### src/rtl/som_bmu_scheduler.sv
// SOM best-matching-unit search: reduces 8-lane batches with a min tree and keeps a running winner over NUM_GROUPS batches.
// Optional BMU_ZERO_EXIT_EN: finish early when a batch minimum of zero is accepted.
module som_bmu_scheduler #(
  parameter int NUM_GROUPS = 8,
  parameter int DW         = 11,
  parameter int WW         = 24,
  parameter int IW         = $clog2(8*NUM_GROUPS)
) (
  input  logic            clk,
  input  logic            rst,
  input  logic            start,
  input  logic            in_valid,
  output logic            in_ready,
  input  logic [8*DW-1:0] d_bus,
  input  logic [8*WW-1:0] w_bus,
  output logic            busy,
  output logic            done,
  output logic [DW-1:0]   bmu_dist,
  output logic [IW-1:0]   bmu_index,
  output logic [WW-1:0]   bmu_weight
);

  localparam int GW = (NUM_GROUPS > 1) ? $clog2(NUM_GROUPS) : 1;

  localparam logic [1:0] S_IDLE    = 2'd0;
  localparam logic [1:0] S_COLLECT = 2'd1;
  localparam logic [1:0] S_DONE    = 2'd2;

  logic [1:0]    state;
  logic [GW-1:0] grp_cnt;

  logic [DW-1:0] ln_d  [8];
  logic [WW-1:0] ln_w  [8];
  logic [DW-1:0] l1_d  [4];
  logic [WW-1:0] l1_w  [4];
  logic [2:0]    l1_l  [4];
  logic [DW-1:0] l2_d  [2];
  logic [WW-1:0] l2_w  [2];
  logic [2:0]    l2_l  [2];
  logic [DW-1:0] t_d;
  logic [WW-1:0] t_w;
  logic [2:0]    t_l;

  logic          accept;
  logic          last_grp;
  logic          first_grp;
  logic          win;
  logic          zero_exit;
  logic [GW+2:0] idx_full;

  // Left operand wins only when strictly smaller, so ties go to the higher lane.
  always_comb begin
    for (int i = 0; i < 8; i++) begin
      ln_d[i] = d_bus[i*DW +: DW];
      ln_w[i] = w_bus[i*WW +: WW];
    end
    for (int i = 0; i < 4; i++) begin
      if (ln_d[2*i] < ln_d[2*i+1]) begin
        l1_d[i] = ln_d[2*i];
        l1_w[i] = ln_w[2*i];
        l1_l[i] = 3'(2*i);
      end else begin
        l1_d[i] = ln_d[2*i+1];
        l1_w[i] = ln_w[2*i+1];
        l1_l[i] = 3'(2*i+1);
      end
    end
    for (int i = 0; i < 2; i++) begin
      if (l1_d[2*i] < l1_d[2*i+1]) begin
        l2_d[i] = l1_d[2*i];
        l2_w[i] = l1_w[2*i];
        l2_l[i] = l1_l[2*i];
      end else begin
        l2_d[i] = l1_d[2*i+1];
        l2_w[i] = l1_w[2*i+1];
        l2_l[i] = l1_l[2*i+1];
      end
    end
    if (l2_d[0] < l2_d[1]) begin
      t_d = l2_d[0];
      t_w = l2_w[0];
      t_l = l2_l[0];
    end else begin
      t_d = l2_d[1];
      t_w = l2_w[1];
      t_l = l2_l[1];
    end
  end

  assign in_ready  = (state == S_COLLECT);
  assign busy      = (state != S_IDLE);
  assign done      = (state == S_DONE);
  assign accept    = in_valid & in_ready;
  assign last_grp  = (grp_cnt == GW'(NUM_GROUPS-1));
  assign first_grp = (grp_cnt == '0);
  // Later batches must be strictly better, so the earliest group keeps a tie.
  assign win       = first_grp | (t_d < bmu_dist);
  assign idx_full  = {grp_cnt, t_l};

`ifdef BMU_ZERO_EXIT_EN
  assign zero_exit = (t_d == '0);
`else
  assign zero_exit = 1'b0;
`endif

  always_ff @(posedge clk) begin
    if (rst) begin
      state      <= S_IDLE;
      grp_cnt    <= '0;
      bmu_dist   <= '0;
      bmu_index  <= '0;
      bmu_weight <= '0;
    end else begin
      case (state)
        S_IDLE: begin
          if (start) begin
            state   <= S_COLLECT;
            grp_cnt <= '0;
          end
        end
        S_COLLECT: begin
          if (accept) begin
            grp_cnt <= grp_cnt + 1'b1;
            if (win) begin
              bmu_dist   <= t_d;
              bmu_index  <= idx_full[IW-1:0];
              bmu_weight <= t_w;
            end
            if (last_grp || zero_exit) state <= S_DONE;
          end
        end
        S_DONE:  state <= S_IDLE;
        default: state <= S_IDLE;
      endcase
    end
  end

endmodule

### config.mk
export PLATFORM = sky130hd
export DESIGN_NAME = som_bmu_scheduler
export DESIGN_NICKNAME = d
export VERILOG_FILES = /design/src/rtl/som_bmu_scheduler.sv
export SDC_FILE = /design/constraint.sdc
export NUM_CORES = 1
export LEC_CHECK = 0
export CORE_MARGIN = 2
export CORE_UTILIZATION = 30
export DETAILED_ROUTE_END_ITERATION = 8
export MAX_ROUTING_LAYER = met4
export PLACE_DENSITY = 0.65
export SLEW_MARGIN = 10
export SYNTH_ARGS = -nofsm -noshare
export SYNTH_HDL_FRONTEND = slang
export SYNTH_SLANG_ARGS = --single-unit
### constraint.sdc
create_clock -name clk -period 9.25 [get_ports clk]
set_input_delay 1.3875 -clock clk [delete_from_list [all_inputs] [get_ports clk]]
set_output_delay 1.3875 -clock clk [all_outputs]
set_load 0.01 [all_outputs]
After elaboration in Yosys (flattened, before gate mapping)
Index checks and enable logic that the tools add are counted.

storage, ports and cells
  register bits after elaboration = 46
  bits in latches = 0
  bits in writable memories = 0
  bits in read-only memories = 0
  bits of input ports = 284
  output and inout bits = 44
  logic and storage cells = 57
  memories = 0

operators by class
  add/sub/neg operators = 1
  multiply operators = 0
  divide/modulo/power cells = 0
  $lt $le $gt $ge = 8
  equal/unequal tests = 6
  shift-type cells = 0
  mux-type cells = 28
  bitwise operators = 2
  reductions and logical operators = 7

operator list
  kind                 count
  $mux 24              7
  $lt 11x11->1         8
  $mux 11              7
  $mux 3               5
  $reduce_and 3->1     3
  $mux 2               3
  $pmux 3 s2           1
  $mux 1               4
  $ne 2x1->1 const B   2
  $pmux 2 s2           1
  $reduce_bool 2->1    2
  $add 3x1->3 const B  1
  $eq 3x3->1 const B   1
  $logic_not 3->1      1
  $eq 2x1->1 const B   1
  $eq 2x2->1 const B   1
  $logic_not 2->1      1
  $ne 2x2->1 const B   1
  $and 1x1->1          1
  $or 1x1->1           1

Depth between registers and ports, before layout
  depth after elaboration = 9
  depth in mapped cells = 45
  depth with buffers taken out = 40

Least setup slack after synthesis
Ideal clock, no wire load.

  kind = input-to-reg
  start = input d_bus[13]
  end = register bmu_weight[10]
  setup time = 0.142 ns
  data arrival time = 9.178 ns
  required time = 9.108 ns
  path slack = -0.071 ns
  stages on the path = 41
  buffers on the path = 4
  cells stage by stage = inv_1 ha_1 a21o_1 a31oi_1 o21ai_1 a221oi_2 clkbuf_1 nor2_1 a21oi_1 inv_1 ha_1 nand4_1 nor3_1 o21ai_0 o21ai_2 buf_2 mux2i_1 ha_1 [5 not listed] a32oi_2 a2111oi_2 nor3_4 buf_6 mux2_1 ha_1 a21o_1 a21o_1 a21oi_1 o211ai_1 o32ai_1 or2_2 nor2_1 nor2_1 inv_1 nor2_2 clkbuf_1 a311oi_1

on the way
  longest elaborated chain between the ends = 9
  elaborated cells on any way between the ends = 12
  those cells by class = 4 x order compare; 6 x mux; 1 x bitwise; 1 x reduce/logical

ends and longest elaborated chain
  item                            line  RTL
  from (decl)                     14    input logic [8*DW-1:0] d_bus,
  $lt 11x11->1                    58    if (ln_d[2*i] < ln_d[2*i+1]) begin
  $mux 11 (*)                     58
  $lt 11x11->1                    69    if (l1_d[2*i] < l1_d[2*i+1]) begin
  $mux 11 (*)                     69
  $lt 11x11->1                    79    if (l2_d[0] < l2_d[1]) begin
  $mux 11 (*)                     79
  named net t_d[4]                40    logic [DW-1:0] t_d;
  $lt 11x11->1 (*)                97    assign win = first_grp | (t_d < bmu_dist);
  $or 1x1->1 (*)                  97
  $reduce_and 3->1 (no line) (*)  -
  to (signal assigned)            127   bmu_weight <= t_w;
  to (decl)                       20    output logic [WW-1:0] bmu_weight

Mark *: on every way through the listed nets, which the timed path passes. The rest lies on a longest branch.
A chain may end at the register's enable or synchronous reset.

Worst setup path in the final report
  start = input d_bus[50]
  end = register bmu_weight[14]

Same word-level chain as after synthesis.

==> flow_summary.ini <==
[clock_tree]
cts-root-buf = clkbuf_16
cts_tree = yes
worstSkewPairLatency_ns = 0.29
cts_max_level = 2
cts_buffers = 5
clock-sinks = 46
path_clk_slew_ns = 0.07
holdBufCountCts = 0
clock_path_buffers = 2

[sta]
setup_viol = 1
finalHoldViolCount = 0
setup_slack_ns = -0.00279
fmax_mhz = 108
skew_ns = 0.0120
fin_crit_sh_pct = 100
worst_pin_slew_ns = 0.962
post-route-min-period_ns = 9.25
slew_headroom_pct = 35.9
maxSlewViolCount = 0

[place]
dpl.hpwl_um = 21500
port_buffers = 327
gp_congestion = 0.912
placedCellCount = 1457
pre_cts_ws_ns = -0.447

[pwr]
power_per_cell_area_nw_per_um2 = 196
p_leak_nw = 4.86
vdd_drop_max_v = 0.000127

[detailed_routing]
avgViaCountPerCell = 5.21
wire_per_inst_um = 18.8
drt_first_pass_iters = 8
ant_nets = 0
drt_wl_total_um = 28200
drc_errors = 0
drt_iter0_drc = 370
num_vias = 7806

[layout]
antenna_cells = 0
n_fill_cell = 1915
finish.net_count = 1588
drive_above_1_share_pct = 20.7
fin_cells = 1499
area_growth_pct = 79.5

[logic_synthesis]
ys_warn_count = 0
synth_cells = 841
synthDominantCellAreaShare_pct = 15.6
ys.flop_type = dfxtp_1
ys_seq_area_share_pct = 14.2
yosysTopAreaCell = ha_1
synth_seq_cells = 46
ys_top_cells_by_area = ha_1 16%, dfxtp_1 14%, mux2i_1 12%, a21oi_1 7.2%, mux2_2 5.9%
syn_area_per_cell_um2 = 7.72
synth_edf_count = 0
yosysUniqueCellTypes = 53
netlist_area_um2 = 6490
syn_nets = 1206
async_flop_share_pct = 0

[setup_path]
critPathCaptureType = flip-flop
cp_data_arrival_time_ns = 9.43
worst_ep_required_time_ns = 9.43
cp_max_fo = 8
setup.worst_path.start_class = input pin
path_class = in2reg
slowest_stage = clkdlybuf4s50_1
critPathMaxStageDelay_ns = 0.55

[global_routing]
grt_antenna_before_repair = 0
grt_start_max_net_pins = 54
grt_overflow = 0
grt_pass1_wl_um = 38600
grt_usage_pct = 22.1
grt_pass1_vias = 7227

[floorplanning]
core_area_um2 = 21200
die_x_um = 151
dieArea_um2 = 22800
start_util_pct = 30.7
ioPinCount = 328
rows = 53
die_h_um = 151

[min_path]
hold_class = reg2reg

[outcome]
violations = setup timing
outcome = finished with violations

[job]
maxCapViolations = 0
-- routing by layer --
metal / GRT usage, % / share of wire (%) / up-vias
li1: - / - / 3881
met1: 29.7 / 46 / 3689
met2: 35.6 / 48 / 215
met3: 3.70 / 5.4 / 21
met4: 3.27 / 1.2 / 0
met5: - / 0 / -
-- synth_stat cells (6+ instances only) --
| cell type | number |
|---|---|
| a211o_1 | 24 |
| a211oi_1 | 39 |
| a21o_1 | 6 |
| a21oi_1 | 94 |
| a311oi_1 | 24 |
| buf_2 | 12 |
| clkbuf_1 | 38 |
| dfxtp_1 | 46 |
| ha_1 | 81 |
| inv_1 | 85 |
| mux2_2 | 34 |
| mux2i_1 | 79 |
| nand2_1 | 50 |
| nand3_1 | 13 |
| nand4_1 | 10 |
| nor2_1 | 48 |
| nor2b_1 | 32 |
| nor3_1 | 14 |
| o211ai_1 | 25 |
| o21ai_0 | 22 |
-- area by class of cell --
| cell class | instances | area, µm² | area share (%) |
|---|---|---|---|
| multi-input cells | 657 | 5730 | 49.2 |
| clock inverters | 3 | 21.3 | 0.183 |
| flip-flops and latches | 46 | 921 | 7.91 |
| clock buffers | 5 | 125 | 1.07 |
| repair buffers | 428 | 4190 | 35.9 |
| well taps | 275 | 344 | 2.95 |
| inverters | 85 | 319 | 2.74 |
-- final timing paths --
| path | start | end | slack [ns] | depth (start not counted) |
|---|---|---|---|---|
| setup / recovery | d_bus[50] | bmu_weight[14]$_SDFFE_PP0P_ | -0.003 | 39 |
| hold / removal | grp_cnt[1]$_SDFFE_PP0P_ | grp_cnt[1]$_SDFFE_PP0P_ | 0.50 | 2 |
| setup reg to reg | state[0]$_SDFFE_PP0P_ | bmu_weight[14]$_SDFFE_PP0P_ | 6.51 | 12 |
| hold reg to reg | grp_cnt[1]$_SDFFE_PP0P_ | grp_cnt[1]$_SDFFE_PP0P_ | 0.50 | 2 |
-- critical path: cells and delay by family --
family,cells,cell delay [ns]
simple gates,10,1.99
fa+ha+maj,4,1.05
mux,2,0.64
buf+inv,8,1.51
compound gates,15,2.81
-- sequential cells by signal, indices dropped and copies added (netlist names) --
register,count
bmu_dist,11
bmu_index,6
bmu_weight,24
grp_cnt,3
state,2
-- per-stage QoR --
stage                     setup TNS, ns  cell area [µm²]  hold WS [ns]  util (%)  power (mW)
after global placement            -9.16            10400         0.465      49.4        1.75
after floorplan                  -0.408             6490         0.462         -        1.15
after global routing             -11.45            11600         0.521      55.1        2.43
after detailed placement         -16.94            10400         0.473      49.4        1.76
final                          -0.00279            11600         0.495      55.1        2.28
after CTS                             0            10600         0.493      50.3        1.96
-- cells by family (layout without fill, tap and decap cells) --
kind of cell,after synthesis,count (layout),share of synthesized area (%)
compound gates,268,268,28.2
buf+inv,138,521,8.38
flops,46,46,14.2
simple gates,190,190,14.6
mux,118,118,18.9
fa+ha+maj,81,81,15.6
-- layout by cell type, fill, tap and decap left out, types with 6 or more instances in the layout --
| cell | n |
|---|---|
| a211o_1 | 24 |
| a211oi_1 | 36 |
| a21o_1 | 6 |
| a21oi_1 | 73 |
| a21oi_2 | 21 |
| a311oi_1 | 22 |
| buf_4 | 82 |
| buf_6 | 10 |
| clkbuf_16 | 8 |
| clkdlybuf4s50_1 | 326 |
| dfxtp_1 | 46 |
| ha_1 | 62 |
| ha_4 | 16 |
| inv_1 | 79 |
| inv_2 | 6 |
| mux2_2 | 30 |
| mux2i_1 | 61 |
| mux2i_2 | 6 |
| mux2i_4 | 12 |
| nand2_1 | 47 |
| nand3_1 | 12 |
| nand4_1 | 10 |
| nor2_1 | 46 |
| nor2b_1 | 31 |
| nor3_1 | 12 |
| o211ai_1 | 25 |
| o21ai_0 | 13 |
| o21ai_1 | 9 |
-- what timing repair did --
action | in CTS | in global routing
cloned | 0 | 4
resized for setup | 8 | 136
setup buffers | 1 | 29
endpoints found under the setup margin | 40 | 41
pin swaps | 1 | 33
-- power breakdown --
part	internal, mW	switching, mW
sequential	0.263	0.0361
combinational	0.901	0.895
clock	0.100	0.0828
total	1.26	1.01
Power figures use the tool's default switching activity.
==> RTL change (config.mk and constraints unchanged) <==
`WW`: 24 -> 36.
--- a/src/rtl/som_bmu_scheduler.sv
+++ b/src/rtl/som_bmu_scheduler.sv
@@ -4,5 +4,5 @@
   parameter int NUM_GROUPS = 8,
   parameter int DW         = 11,
-  parameter int WW         = 24,
+  parameter int WW         = 36,
   parameter int IW         = $clog2(8*NUM_GROUPS)
 ) (
Interface: changed (resized bmu_weight and w_bus); port bits go from 328 to 436. The function was not compared with the original's and may differ.
==> RTL change against the unedited design <==
- critical path depth rose by 6
- worst setup slack better by 0.27 ns
- sequential cell count grew 12
- critical endpoint is now bmu_weight[11]$_SDFFE_PP0P_
- power rose by 15%
- largest power group unchanged
- final area grew 21%
- global-route usage increased by 2.5 points
- routed wire length rose by 23%
- synthesized cell count rose by 23%
- area after synthesis is 18% higher
- largest cell class unchanged
==> RTL change: results (changes against the unedited design) <==
<table>
<tr><th>Metric</th><th>Value</th></tr>
<tr><th colspan="2">Placement</th></tr>
<tr><td>Cell count after placement</td><td>1866 (was 1457)</td></tr>
<tr><td>Worst slack at placement</td><td>-0.4138 ns (was -0.4469 ns)</td></tr>
<tr><td>Final GP Congestion</td><td>0.9411 (was 0.9117)</td></tr>
<tr><td>Placed Instance Area</td><td>13260 µm² (was 10450 µm²)</td></tr>
<tr><th colspan="2">Global routing</th></tr>
<tr><td>First-pass GRT wire length</td><td>49910 µm (was 38610 µm)</td></tr>
<tr><td>Global-route usage over all layers</td><td>24.55% (was 22.05%)</td></tr>
<tr><td>Routing usage on met2</td><td>42.19% (was 35.57%)</td></tr>
<tr><th colspan="2">Logic synthesis</th></tr>
<tr><td>Most area-consuming cells after synthesis</td><td>dfxtp_1 15%, ha_1 13%, mux2i_1 13%, a211oi_1 11%, a21oi_1 7.2% (was ha_1 16%, dfxtp_1 14%, mux2i_1 12%, a21oi_1 7.2%, mux2_2 5.9%)</td></tr>
<tr><td>Post-Syn Instances</td><td>1034 (was 841)</td></tr>
<tr><td>Commonest cells post-synth</td><td>120 x nor2_1, 114 x a211oi_1, 110 x a21oi_1 (was 94 x a21oi_1, 85 x inv_1, 81 x ha_1)</td></tr>
<tr><th colspan="2">Route</th></tr>
<tr><td>DRT Wirelength</td><td>34570 µm (was 28160 µm)</td></tr>
<tr><td>First-pass DRT Iterations</td><td>5 (was 8)</td></tr>
<tr><th colspan="2">STA</th></tr>
<tr><td>Worst Clk Skew</td><td>0.009917 ns (was 0.01195 ns)</td></tr>
<tr><td>Slew @ Worst Pin</td><td>0.8465 ns (was 0.9622 ns)</td></tr>
<tr><td>Setup violations, final</td><td>0 (was 1)</td></tr>
<tr><td>Max Clk Rate</td><td>111.4 MHz (was 108.1 MHz)</td></tr>
<tr><th colspan="2">Pwr</th></tr>
<tr><td>P_int</td><td>1.483 mW (was 1.264 mW)</td></tr>
<tr><td>IR drop worst, VDD</td><td>144.0 µV (was 127.0 µV)</td></tr>
<tr><td>Clock network power</td><td>364 µW (was 183 µW)</td></tr>
<tr><th colspan="2">Clock tree</th></tr>
<tr><td>Number of buffers created by CTS</td><td>9 (was 5)</td></tr>
<tr><td>Sink count of the clock tree</td><td>58 (was 46)</td></tr>
<tr><td>Number of instances resized during post-cts repair</td><td>4 (was 8)</td></tr>
<tr><th colspan="2">Layout</th></tr>
<tr><td>Share of post-route cells with drive strength above 1</td><td>17.38% (was 20.67%)</td></tr>
<tr><th colspan="2">Critical path</th></tr>
<tr><td>Delay of the slowest cell on the worst path</td><td>0.58 ns (was 0.55 ns)</td></tr>
<tr><td>Setup slack on the worst flop-to-flop path</td><td>6.52 ns (was 6.51 ns)</td></tr>
<tr><td>Peak fanout along the critical path</td><td>18 (was 8)</td></tr>
<tr><th colspan="2">Status</th></tr>
<tr><td>Run status</td><td>completed (was complete, but fails checks)</td></tr>
</table>
==> RTL change: final timing paths <==
path	startpoint	to	depth (start not counted)
worst max-delay path	d_bus[48]	bmu_weight[11]$_SDFFE_PP0P_	45
worst min register to register	bmu_index[1]$_SDFFE_PP0P_	bmu_index[1]$_SDFFE_PP0P_	2
worst min-delay path	bmu_index[1]$_SDFFE_PP0P_	bmu_index[1]$_SDFFE_PP0P_	2
worst max register to register	bmu_dist[3]$_SDFFE_PP0P_	bmu_weight[11]$_SDFFE_PP0P_	15
==> RTL change: cell type report <==
class / instances / area [µm²]
Clock buffer: 9 / 225.2
Clock inverter: 7 / 101.3
Fill cell: 2339 / 11080
Inverter: 85 / 319.1
Multi-Input combinational cell: 818 / 6269
Sequential cell: 58 / 1161
Tap cell: 330 / 412.9
Timing Repair Buffer: 588 / 5610
==> RTL change: worst max-delay path: cells and delay by family <==
family                     cells  cell delay [ns]
muxes                          1             0.17
buffers and inverters         10             1.85
and+or+nand+nor                9             0.99
adders and majority gates      4             1.04
AOI/OAI and AO/OA             21             3.79
==> RTL change: kinds of logic (layout without fill, tap and decap cells) <==
logic type               Yosys count  count (layout)  share of synthesized area (%)
AO/OA/AOI/OAI                    320             320                          27.60
adder cells (fa/ha/maj)           81              81                          13.20
buffers and inverters            158             689                          8.227
flip-flops                        58              58                          15.12
multiplexers                     141             141                          19.03
AND/OR/NAND/NOR                  276             276                          16.83
==> RTL change: routing by layer <==
| metal | routed length [µm] | share of wire (%) |
|---|---|---|
| met5 | 0 | 0 |
| met4 | 543 | 1.6 |
| met3 | 1918 | 5.5 |
| met2 | 17010 | 49 |
| met1 | 15100 | 44 |
